## src/rtl/psum_gbf_scheduler_pkg.sv

```systemverilog
// Shared types and constants for the partial-sum global-buffer scheduler.
// Holds the scheduler state encoding and the double-buffer bank count.
package accel_pkg;

    localparam int NUM_BANKS = 2;

    typedef enum logic [2:0] {
        ST_IDLE      = 3'd0,
        ST_WAIT_TILE = 3'd1,
        ST_DRAIN     = 3'd2,
        ST_SWAP_WAIT = 3'd3,
        ST_FLUSH     = 3'd4,
        ST_DONE      = 3'd5
    } state_t;

endpackage

```

## src/rtl/psum_gbf_scheduler_if.sv

```systemverilog
// Handshake bundle between the psum scheduler and its PE array, accumulator and writeback peers.
// The master side is the environment; the slave side is the scheduler.
interface psum_gbf_scheduler_if #(
    parameter int GBF_ADDR_BITWIDTH = 5,
    parameter int CNT_BITWIDTH      = 8
);
    import accel_pkg::*;

    logic                         cfg_valid;
    logic [GBF_ADDR_BITWIDTH:0]   cfg_rel_num;
    logic [CNT_BITWIDTH-1:0]      cfg_irrel_num;
    logic                         pe_psum_finish;
    logic                         conv_finish;
    logic                         drain_done;
    logic                         rd_done;

    logic                         drain_start;
    logic                         wr_bank;
    logic                         wr_first;
    logic                         pe_hold;
    logic [NUM_BANKS-1:0]         bank_full;
    logic                         rd_valid;
    logic                         rd_bank;
    logic                         layer_done;
    logic [GBF_ADDR_BITWIDTH:0]   acc_rel_num;

    modport master (
        output cfg_valid, cfg_rel_num, cfg_irrel_num, pe_psum_finish,
               conv_finish, drain_done, rd_done,
        input  drain_start, wr_bank, wr_first, pe_hold, bank_full,
               rd_valid, rd_bank, layer_done, acc_rel_num
    );

    modport slave (
        input  cfg_valid, cfg_rel_num, cfg_irrel_num, pe_psum_finish,
               conv_finish, drain_done, rd_done,
        output drain_start, wr_bank, wr_first, pe_hold, bank_full,
               rd_valid, rd_bank, layer_done, acc_rel_num
    );

endinterface

```

## src/rtl/psum_gbf_scheduler_bank_tracker.sv

```systemverilog
// Full flags for the two psum buffer banks and selection of the bank offered to writeback.
// A set and a readout-clear on different banks in the same cycle both take effect.
module psum_bank_tracker
    import accel_pkg::*;
(
    input  logic                 clk,
    input  logic                 reset,
    input  logic                 set_i,
    input  logic                 set_bank_i,
    input  logic                 rd_done_i,
    input  logic                 wr_bank_i,
    output logic [NUM_BANKS-1:0] bank_full_o,
    output logic                 rd_valid_o,
    output logic                 rd_bank_o
);

    logic [NUM_BANKS-1:0] bank_full_q, bank_full_d;
    logic                 rd_valid;
    logic                 rd_bank;

    always_ff @(posedge clk) begin
        if (reset) begin
            bank_full_q <= '0;
        end else begin
            bank_full_q <= bank_full_d;
        end
    end

    // With both banks full, the one not being written is the older one.
    always_comb begin
        rd_valid = |bank_full_q;
        case (bank_full_q)
            2'b10:   rd_bank = 1'b1;
            2'b11:   rd_bank = ~wr_bank_i;
            default: rd_bank = 1'b0;
        endcase
    end

    always_comb begin
        bank_full_d = bank_full_q;
        if (rd_done_i && rd_valid) begin
            bank_full_d[rd_bank] = 1'b0;
        end
        if (set_i) begin
            bank_full_d[set_bank_i] = 1'b1;
        end
    end

    assign bank_full_o = bank_full_q;
    assign rd_valid_o  = rd_valid;
    assign rd_bank_o   = rd_bank;

endmodule

```

## src/rtl/psum_gbf_scheduler.sv

```systemverilog
// Sequences PE tile drains into a double-buffered psum global buffer and hands full banks to writeback.
//
//   state        | meaning
//   -------------+-------------------------------------------------------------
//   ST_IDLE      | waiting for a layer configuration, PE array held
//   ST_WAIT_TILE | write bank available, accepting the next finished tile
//   ST_DRAIN     | accumulator draining one tile into wr_bank
//   ST_SWAP_WAIT | wr_bank filled, waiting for the other bank to be read out
//   ST_FLUSH     | layer issued, waiting for both banks to be read out
//   ST_DONE      | layer complete, held until reset
module psum_gbf_scheduler
    import accel_pkg::*;
#(
    parameter int GBF_ADDR_BITWIDTH = 5,
    parameter int CNT_BITWIDTH      = 8
) (
    input  logic                 clk,
    input  logic                 reset,
    psum_gbf_scheduler_if.slave  bus
);

    state_t                       state_q, state_d;
    logic [CNT_BITWIDTH-1:0]      pass_cnt_q, pass_cnt_d;
    logic [CNT_BITWIDTH-1:0]      irrel_q, irrel_d;
    logic [GBF_ADDR_BITWIDTH:0]   rel_q, rel_d;
    logic                         wr_bank_q, wr_bank_d;
    logic                         drain_start_q, drain_start_d;
    logic                         conv_pend_q, conv_pend_d;

    logic                         set_full;
    logic [NUM_BANKS-1:0]         bank_full;
    logic                         rd_valid;
    logic                         rd_bank;

    psum_bank_tracker u_bank_tracker (
        .clk         (clk),
        .reset       (reset),
        .set_i       (set_full),
        .set_bank_i  (wr_bank_q),
        .rd_done_i   (bus.rd_done),
        .wr_bank_i   (wr_bank_q),
        .bank_full_o (bank_full),
        .rd_valid_o  (rd_valid),
        .rd_bank_o   (rd_bank)
    );

    always_ff @(posedge clk) begin
        if (reset) begin
            state_q       <= ST_IDLE;
            pass_cnt_q    <= '0;
            irrel_q       <= '0;
            rel_q         <= '0;
            wr_bank_q     <= 1'b0;
            drain_start_q <= 1'b0;
            conv_pend_q   <= 1'b0;
        end else begin
            state_q       <= state_d;
            pass_cnt_q    <= pass_cnt_d;
            irrel_q       <= irrel_d;
            rel_q         <= rel_d;
            wr_bank_q     <= wr_bank_d;
            drain_start_q <= drain_start_d;
            conv_pend_q   <= conv_pend_d;
        end
    end

    always_comb begin
        state_d       = state_q;
        pass_cnt_d    = pass_cnt_q;
        irrel_d       = irrel_q;
        rel_d         = rel_q;
        wr_bank_d     = wr_bank_q;
        drain_start_d = 1'b0;
        conv_pend_d   = conv_pend_q;
        set_full      = 1'b0;

        case (state_q)
            ST_IDLE: begin
                if (bus.cfg_valid) begin
                    rel_d       = bus.cfg_rel_num;
                    irrel_d     = bus.cfg_irrel_num;
                    pass_cnt_d  = '0;
                    wr_bank_d   = 1'b0;
                    conv_pend_d = 1'b0;
                    state_d     = ST_WAIT_TILE;
                end
            end

            // A pending end-of-layer blocks new tiles; a partly filled bank is closed on the way out.
            ST_WAIT_TILE: begin
                if (bus.pe_psum_finish && !conv_pend_q) begin
                    drain_start_d = 1'b1;
                    conv_pend_d   = bus.conv_finish;
                    state_d       = ST_DRAIN;
                end else if (bus.conv_finish || conv_pend_q) begin
                    set_full   = (pass_cnt_q != '0);
                    pass_cnt_d = '0;
                    state_d    = ST_FLUSH;
                end
            end

            ST_DRAIN: begin
                if (bus.conv_finish) begin
                    conv_pend_d = 1'b1;
                end
                if (bus.drain_done) begin
                    if ((pass_cnt_q + CNT_BITWIDTH'(1)) == irrel_q) begin
                        set_full   = 1'b1;
                        pass_cnt_d = '0;
                        state_d    = ST_SWAP_WAIT;
                    end else begin
                        pass_cnt_d = pass_cnt_q + CNT_BITWIDTH'(1);
                        state_d    = ST_WAIT_TILE;
                    end
                end
            end

            ST_SWAP_WAIT: begin
                if (!bank_full[~wr_bank_q]) begin
                    wr_bank_d = ~wr_bank_q;
                    state_d   = ST_WAIT_TILE;
                end
            end

            ST_FLUSH: begin
                if (bank_full == '0) begin
                    state_d = ST_DONE;
                end
            end

            ST_DONE: begin
                state_d = ST_DONE;
            end

            default: begin
                state_d = ST_IDLE;
            end
        endcase
    end

    always_comb begin
        bus.drain_start = drain_start_q;
        bus.wr_bank     = wr_bank_q;
        bus.wr_first    = (state_q == ST_DRAIN) && (pass_cnt_q == '0);
        bus.pe_hold     = !((state_q == ST_WAIT_TILE) && !conv_pend_q);
        bus.bank_full   = bank_full;
        bus.rd_valid    = rd_valid;
        bus.rd_bank     = rd_bank;
        bus.layer_done  = (state_q == ST_DONE);
        bus.acc_rel_num = rel_q;
    end

endmodule

```

## src/flat_wrapper.sv

```systemverilog
// flat-port wrapper written by rule: the top's interface ports become plain ports
module psum_gbf_scheduler_flat import accel_pkg::*;
#(
    parameter int GBF_ADDR_BITWIDTH = 5,
    parameter int CNT_BITWIDTH      = 8
)
  (clk, reset, bus_cfg_valid, bus_cfg_rel_num, bus_cfg_irrel_num, bus_pe_psum_finish, bus_conv_finish, bus_drain_done, bus_rd_done, bus_drain_start, bus_wr_bank, bus_wr_first, bus_pe_hold, bus_bank_full, bus_rd_valid, bus_rd_bank, bus_layer_done, bus_acc_rel_num);
  psum_gbf_scheduler_if #(.GBF_ADDR_BITWIDTH(GBF_ADDR_BITWIDTH), .CNT_BITWIDTH(CNT_BITWIDTH)) bus_i ();
  input  logic clk;
  input  logic reset;
  input wire logic [$bits(bus_i.cfg_valid)-1:0] bus_cfg_valid;
  input wire logic [$bits(bus_i.cfg_rel_num)-1:0] bus_cfg_rel_num;
  input wire logic [$bits(bus_i.cfg_irrel_num)-1:0] bus_cfg_irrel_num;
  input wire logic [$bits(bus_i.pe_psum_finish)-1:0] bus_pe_psum_finish;
  input wire logic [$bits(bus_i.conv_finish)-1:0] bus_conv_finish;
  input wire logic [$bits(bus_i.drain_done)-1:0] bus_drain_done;
  input wire logic [$bits(bus_i.rd_done)-1:0] bus_rd_done;
  output wire logic [$bits(bus_i.drain_start)-1:0] bus_drain_start;
  output wire logic [$bits(bus_i.wr_bank)-1:0] bus_wr_bank;
  output wire logic [$bits(bus_i.wr_first)-1:0] bus_wr_first;
  output wire logic [$bits(bus_i.pe_hold)-1:0] bus_pe_hold;
  output wire logic [$bits(bus_i.bank_full)-1:0] bus_bank_full;
  output wire logic [$bits(bus_i.rd_valid)-1:0] bus_rd_valid;
  output wire logic [$bits(bus_i.rd_bank)-1:0] bus_rd_bank;
  output wire logic [$bits(bus_i.layer_done)-1:0] bus_layer_done;
  output wire logic [$bits(bus_i.acc_rel_num)-1:0] bus_acc_rel_num;
  assign bus_i.cfg_valid = bus_cfg_valid;
  assign bus_i.cfg_rel_num = bus_cfg_rel_num;
  assign bus_i.cfg_irrel_num = bus_cfg_irrel_num;
  assign bus_i.pe_psum_finish = bus_pe_psum_finish;
  assign bus_i.conv_finish = bus_conv_finish;
  assign bus_i.drain_done = bus_drain_done;
  assign bus_i.rd_done = bus_rd_done;
  assign bus_drain_start = bus_i.drain_start;
  assign bus_wr_bank = bus_i.wr_bank;
  assign bus_wr_first = bus_i.wr_first;
  assign bus_pe_hold = bus_i.pe_hold;
  assign bus_bank_full = bus_i.bank_full;
  assign bus_rd_valid = bus_i.rd_valid;
  assign bus_rd_bank = bus_i.rd_bank;
  assign bus_layer_done = bus_i.layer_done;
  assign bus_acc_rel_num = bus_i.acc_rel_num;
  psum_gbf_scheduler #(.GBF_ADDR_BITWIDTH(GBF_ADDR_BITWIDTH), .CNT_BITWIDTH(CNT_BITWIDTH)) u_core (.clk(clk), .reset(reset), .bus(bus_i));
endmodule
```

## config.mk

```make
export PLATFORM = sky130hd
export DESIGN_NAME = psum_gbf_scheduler_flat
export DESIGN_NICKNAME = d
export VERILOG_FILES = /design/src/rtl/psum_gbf_scheduler_pkg.sv /design/src/rtl/psum_gbf_scheduler_if.sv /design/src/rtl/psum_gbf_scheduler_bank_tracker.sv /design/src/rtl/psum_gbf_scheduler.sv /design/src/flat_wrapper.sv
export SDC_FILE = /design/constraint.sdc
export NUM_CORES = 1
export LEC_CHECK = 0
export CAP_MARGIN = 15
export CORE_UTILIZATION = 54
export CTS_CLUSTER_DIAMETER = 200
export CTS_CLUSTER_SIZE = 8
export DETAILED_ROUTE_END_ITERATION = 7
export HOLD_SLACK_MARGIN = 0.1
export PLACE_DENSITY = 0.93
export SYNTH_ARGS = -nofsm -noshare
export SYNTH_HDL_FRONTEND = slang
export SYNTH_HIERARCHICAL = 1
export SYNTH_SLANG_ARGS = --single-unit
```

## constraint.sdc

```tcl
create_clock -name clk -period 3.5 [get_ports clk]
set_input_delay 0.875 -clock clk [delete_from_list [all_inputs] [get_ports clk]]
set_output_delay 0.875 -clock clk [all_outputs]
set_load 0.1 [all_outputs]
```

* Word level (Yosys, flattened, before mapping) *
Index checks and enable logic that the tools add are counted.
W data, S select, Z words.

operators by class
  add/sub/neg operators = 1
  $lt $le $gt $ge = 5
  eq/ne operators = 17
  muxes and demuxes = 35
  bitwise logic cells = 5
  reductions and logical operators = 22

operators with widths
  operator               count
  $mux W8                5
  $pmux W8 S3            1
  $mux W3                6
  $pmux W3 S6            1
  $mux W1                13
  $ne A2 B2 Y1 const B   5
  $reduce_and A5 Y1      2
  $add A8 B1 Y8 const B  1
  $eq A8 B8 Y1           1
  $logic_not A8 Y1       1
  $reduce_bool A8 Y1     1
  $eq A3 B2 Y1 const B   2
  $eq A3 B3 Y1 const B   2
  $logic_and A1 B1 Y1    6
  $lt A1 B2 Y1 const B   3
  $mux W2                3
  $ne A2 B1 Y1 const B   3
  $pmux W1 S2            3
  $eq A2 B2 Y1 const B   2
  $reduce_and A4 Y1      1
  $reduce_or A2 Y1       2
  $eq A3 B1 Y1 const B   1
  $logic_not A3 Y1       1
  $ne A3 B1 Y1 const B   1
  14 further kinds       18

word-level totals
  bits in registers = 30
  input bits = 21
  output and inout bits = 15
  logic and storage cells = 93

* Logic depth before layout (Yosys ltp) *
  word-level depth = 11
  gate-level depth with buffers = 9
  mapped depth without buffers = 8

* By module *
Netlist, hierarchy kept.

by module, submodules not included
  module              instances  cells an instance  area each (um^2)  sequential area each (um^2)
  psum_gbf_scheduler  1          202                1552.7            560.5
  psum_bank_tracker   1          12                 101.3             40.0

* Least setup slack after synthesis *
No wires, ideal clock.

  path kind = reg2out
  start point = register u_core.u_bank_tracker.bank_full_q[1], in the netlist u_core/u_bank_tracker/bank_full_o[1]
  end point = output bus_rd_bank
  data arrival time = 2.601 ns
  required time = 2.625 ns
  slack = 0.024 ns
  cell stages (with the launch flop) = 2
  path buffers = 0
  cells stage by stage = dfxtp_1 -> a21boi_1

on the way
  word-level cells in the longest chain between the ends = 2
  elaborated cells between the ends (all ways) = 3
  those cells by class = 2 x eq/ne; 1 x mux

RTL lines
  item                      line                                   source
  start: declaration        psum_gbf_scheduler_bank_tracker.sv:17  logic [NUM_BANKS-1:0] bank_full_q, bank_full_d;
  start signal: assignment  psum_gbf_scheduler_bank_tracker.sv:25  bank_full_q <= bank_full_d;
  $eq A2 B2 Y1              psum_gbf_scheduler_bank_tracker.sv:32  case (bank_full_q)
  $pmux W1 S2 (*)           psum_gbf_scheduler_bank_tracker.sv:32
  end: declaration          flat_wrapper.sv:24                     output wire logic [$bits(bus_i.rd_bank)-1:0] bus_rd_bank;

Mark *: on every way between the ends. The rest lies on a longest branch, timed or not.

* Worst setup path in the final report *
  start point = register u_core.pass_cnt_q[0]
  end point = register u_core.pass_cnt_q[2]

on the way
  word-level cells in the longest chain between the ends = 5

RTL lines
  item                      line                                                  source
  start: declaration        psum_gbf_scheduler.sv:23                              logic [CNT_BITWIDTH-1:0] pass_cnt_q, pass_cnt_d;
  start signal: assignment  psum_gbf_scheduler.sv:58                              pass_cnt_q <= pass_cnt_d;
  $add A8 B1 Y8 (*)         psum_gbf_scheduler.sv:107, psum_gbf_scheduler.sv:112
  $eq A8 B8 Y1              psum_gbf_scheduler.sv:107                             if ((pass_cnt_q + CNT_BITWIDTH'(1)) == irrel_q) begin
  $mux W8 (*)               psum_gbf_scheduler.sv:107
  $mux W8 (*)               psum_gbf_scheduler.sv:106                             if (bus.drain_done) begin
  $pmux W8 S3 (*)           psum_gbf_scheduler.sv:77                              case (state_q)

Mark *: on every way between the ends. The rest lies on a longest branch, timed or not. The select of a mux whose other input is x is not followed.
A chain may end at the register's enable or synchronous reset.

==> results.env <==
DESIGN.FINAL.NETS=268
GRT_OVERFLOW=0
TIMING_HOLD_VIOLATIONS_FINAL=0
CRIT-REG2REG-CAPTURE='u_core/pass_cnt_q[2]'
FP.DIEH_UM=57.3
WORST_IR_DROP_VDD_V=0.000636
CLOCK-SINKS=30
POST_SYNTHESIS_SEQUENTIAL_AREA_RATIO_PCT=36.3
TIMING.CRITICAL_PATH.FROM_TYPE='register'
SYNTHARSTFLOPSHARE_PCT=0
COMPOUND_CELL_AREA_SHARE_OF_THE_YOSYS_NETLIST_PCT=21.0
DETAIL_ROUTE.FIRST_PASS.ITERATIONS=4
CRITPATHSLOWESTCELL='sky130_fd_sc_hd__a222oi_1'
FINALMAXSLEWVIOLATIONS=0
CLOCK_SKEW_NS=0.00975
FRACTION_OF_SYNTHESIZED_CELL_AREA_IN_XOR_AND_XNOR_CELLS_PCT=5.30
TYPE_OF_ELEMENT_CAPTURING_THE_CRITICAL_PATH='register'
LAYOUT-AREA-OVERHEAD-VS-SYNTH_PCT=22.8
TOTAL_LEAKAGE_POWER_uW=0.000770
CLK_TRANSITION_REPORTED_PATHS_NS=0.11
PORT-BUFFER-COUNT=35
HTREE_NUM_LEVELS=2
FP.DIEAREA_UM2=3290
TIMING.RR.START='u_core/pass_cnt_q[0]'
SYNTH.AVG_CELL_AREA_UM2=7.73
CLOCK_TREE.ROOT_CELL='sky130_fd_sc_hd__clkbuf_4'
SYN_NETS=237
POST_SYNTH_NUM_CELL_TYPES=50
SETUP_VIOL=0
RUN_STATUS='completed'
DRV_CAP=0
HOLDBUFCOUNTCTS=0
STARTPOINT='u_core/pass_cnt_q[0]'
YS_FF_LATCH=30
DRT_WL_TOTAL_UM=3790
DRTANTENNAVIOLNETS=0
TIMING.CRITICAL_PATH.FANOUT_MAX=10
CTSRESIZECOUNT=0
SHARE_OF_THE_CLOCK_PERIOD_USED_BY_THE_WORST_PATH_AFTER_LAYOUT_PCT=77.3
VIAS_IN_THE_FIRST_GLOBAL_ROUTE=1483
HP-CLASS='register to register'
POST_DRT_VIA_CELL_RATIO=5.71
WORST_SLEW_MARGIN_REL_PCT=42.0
CRITPATHKIND='register to register'
TRITONCTS.NUM_BUFFERS=5
CRIT_CHAIN='ha_1 -> nand3_1 -> or3_1 -> a222oi_1 -> a211oi_1 -> buf_2 -> a21oi_1 -> mux2i_1'
POWER-PER-CELL-AREA_nW_PER_UM2=691
CTS_MAX_PATH_BUFFERS=2
ROUTED-VIA-COUNT=1582
REG2REG_SETUP_SLACK_NS=0.79
CTS_SETUP_BUFFERS=0
FINAL_CELL_MIX='sky130_fd_sc_hd__nand2_1, sky130_fd_sc_hd__dfxtp_1, sky130_fd_sc_hd__a21oi_1, sky130_fd_sc_hd__clkdlybuf4s50_1, sky130_fd_sc_hd__buf_4'
GRT_MAX_DEGREE=26
DRT_ITER0_DRC=49
LAYOUT.CELLS.NON_FILLER=277
DRC=0
TRITONCTS='yes'
FINAL_LAYOUT_SIZE_SUFFIX_GT1_SHARE_PCT=13.4
SYNTH_ADDER_AREA_SHARE_PCT=1.51
SYNTH_CELLS=214
FINAL_PERIOD_MINUS_WORST_SETUP_SLACK_NS=2.71
ACHIEVABLE-FREQUENCY_GHz=0.370
CRIT_REQUIRED_NS=3.73
SYNTH_TOP_FAMILY_BY_AREA='simple AND/OR/NAND/NOR gates'
SYNTH_EDF_COUNT=0
PLACEDCELLCOUNT=268
SLOWEST_DELAY_NS=0.50
FIN_SETUP_TNS_NS=0
FLOORPLAN.CORE_AREA_UM2=2830
ROUTED_WIRE_LENGTH_PER_INSTANCE_UM=13.7
MOSTFREQUENTLAYOUTCELL='sky130_fd_sc_hd__nand2_1'
DOMINANTREGCELLSYNTH='sky130_fd_sc_hd__dfxtp_1'
ANTENNA_FOUND_INITIAL=0
WORST_SKEW_PAIR.LATE_LATENCY_NS=0.35
CRITICAL_PATH.ENDPOINT='u_core/pass_cnt_q[2]'
DEPTH_OF_THE_MOST_CRITICAL_REG_TO_REG_PATH=8
GRT_USE_TOTAL_PCT=25.3
WORST_PIN_SLEW_NS=0.866
ROWS=19
POST_SYNTH_AND_OR_NAND_NOR_AREA_FRACTION_PCT=26.8
IO_PINS=36
FIRST_PASS_GRT_WIRE_LENGTH_UM=6290
DIE_W_UM=57.3
NUM_ANTENNA_CELLS=0
YOSYS_WARNINGS=6
START_UTIL_PCT=58.5
CRITICAL_PATH_ARRIVAL_NS=2.94
RSZ0062_AT_GRT='false'
PLACE_CONGESTION=0.813
SYNTH.CELL_AREA_UM2=1650
POST-DP-HPWL_UM=2620
SYNTHMUXAREASHARE_PCT=3.10
## logic make-up (layout without fill, tap and decap cells)
group	count (synthesis)	after routing
and+or+nand+nor	91	91
adders and majority gates	2	2
muxes	5	5
DFF	30	30
xor gates and xnor gates	10	10
AOI/OAI and AO/OA	55	55
buffers and inverters	21	53
## Yosys cell counts (4+ instances only)
| cell type | count | area share (%) |
|---|---|---|
| sky130_fd_sc_hd__a21oi_1 | 26 | 7.9 |
| sky130_fd_sc_hd__mux2i_1 | 4 | 2.4 |
| sky130_fd_sc_hd__nand2_1 | 39 | 8.9 |
| sky130_fd_sc_hd__o21ai_0 | 4 | 1.2 |
| sky130_fd_sc_hd__clkbuf_1 | 8 | 1.8 |
| sky130_fd_sc_hd__nand2b_1 | 6 | 2.3 |
| sky130_fd_sc_hd__dfxtp_1 | 30 | 36 |
| sky130_fd_sc_hd__xnor2_1 | 6 | 3.2 |
| sky130_fd_sc_hd__inv_1 | 8 | 1.8 |
| sky130_fd_sc_hd__xor2_1 | 4 | 2.1 |
| sky130_fd_sc_hd__nand3_1 | 9 | 2.7 |
| sky130_fd_sc_hd__nor2_1 | 13 | 3.0 |
## where the power goes
group          leakage, µW  internal (µW)  switching (µW)  total [µW]
clock network    0.0000374            150             139         289
logic             0.000488            195             442         638
registers         0.000244            398            78.2         476
total             0.000770            743             660        1400
## routing by layer
metal | part of all wire [%] | global-route usage, % | up-vias
li1 | - | - | 808
met1 | 47 | 30.4 | 732
met2 | 47 | 40.5 | 35
met3 | 4.8 | 8.39 | 7
met4 | 1.9 | 12.2 | 0
met5 | 0 | 0 | -
## worst min-delay path by stage
stage,to,from,depth (start not counted)
4_1_cts,u_core/bus.acc_rel_num[5],u_core/bus.acc_rel_num[5],2
3_3_place_gp,u_core/bus.acc_rel_num[4],u_core/bus.acc_rel_num[4],2
2_1_floorplan,u_core/irrel_q[1],u_core/irrel_q[1],2
6_report,u_core/bus.acc_rel_num[5],u_core/bus.acc_rel_num[5],2
3_5_place_dp,u_core/bus.acc_rel_num[5],u_core/bus.acc_rel_num[5],2
5_1_grt,u_core/bus.acc_rel_num[5],u_core/bus.acc_rel_num[5],2
## through the flow
step	total power (µW)	hold WS (ns)	utilization (%)	worst slack, ns	instance area, µm²
after floorplan	980	0.448	-	0.0237	1650
after global placement	1100	0.444	68.7	0.605	1940
after detailed placement	1110	0.450	68.7	0.540	1940
after CTS	1400	0.466	71.6	0.733	2030
after global routing	1480	0.490	71.8	0.584	2030
final	1400	0.465	71.8	0.794	2030
## worst max-delay path: cells and delay by family (launching register included)
| kind | cells | cell delay [ns] |
|---|---|---|
| buffers and inverters | 1 | 0.22 |
| AND/OR/NAND/NOR | 2 | 0.57 |
| adder cells (fa/ha/maj) | 1 | 0.39 |
| flip-flops | 1 | 0.49 |
| multiplexers | 1 | 0.08 |
| AO/OA/AOI/OAI | 3 | 0.84 |
## flip-flops by register name (all words and copies together) (netlist names)
register                           cells
u_core/irrel_q                         8
u_core/pass_cnt_q                      8
u_core/bus.acc_rel_num                 6
u_core/state_q                         3
u_core/u_bank_tracker/bank_full_o      2
u_core/bus.drain_start                 1
u_core/bus.wr_bank                     1
u_core/conv_pend_q                     1
## cell type report
cell class              count  area, µm²
flip-flops and latches     30        601
multi-input cells         163        953
clock buffers               5       37.5
inverters                   8       30.0
repair buffers             37        325
clock inverters             3       45.0
fillers                   209        798
well taps                  31       38.8
Power figures use the tool's default switching activity.
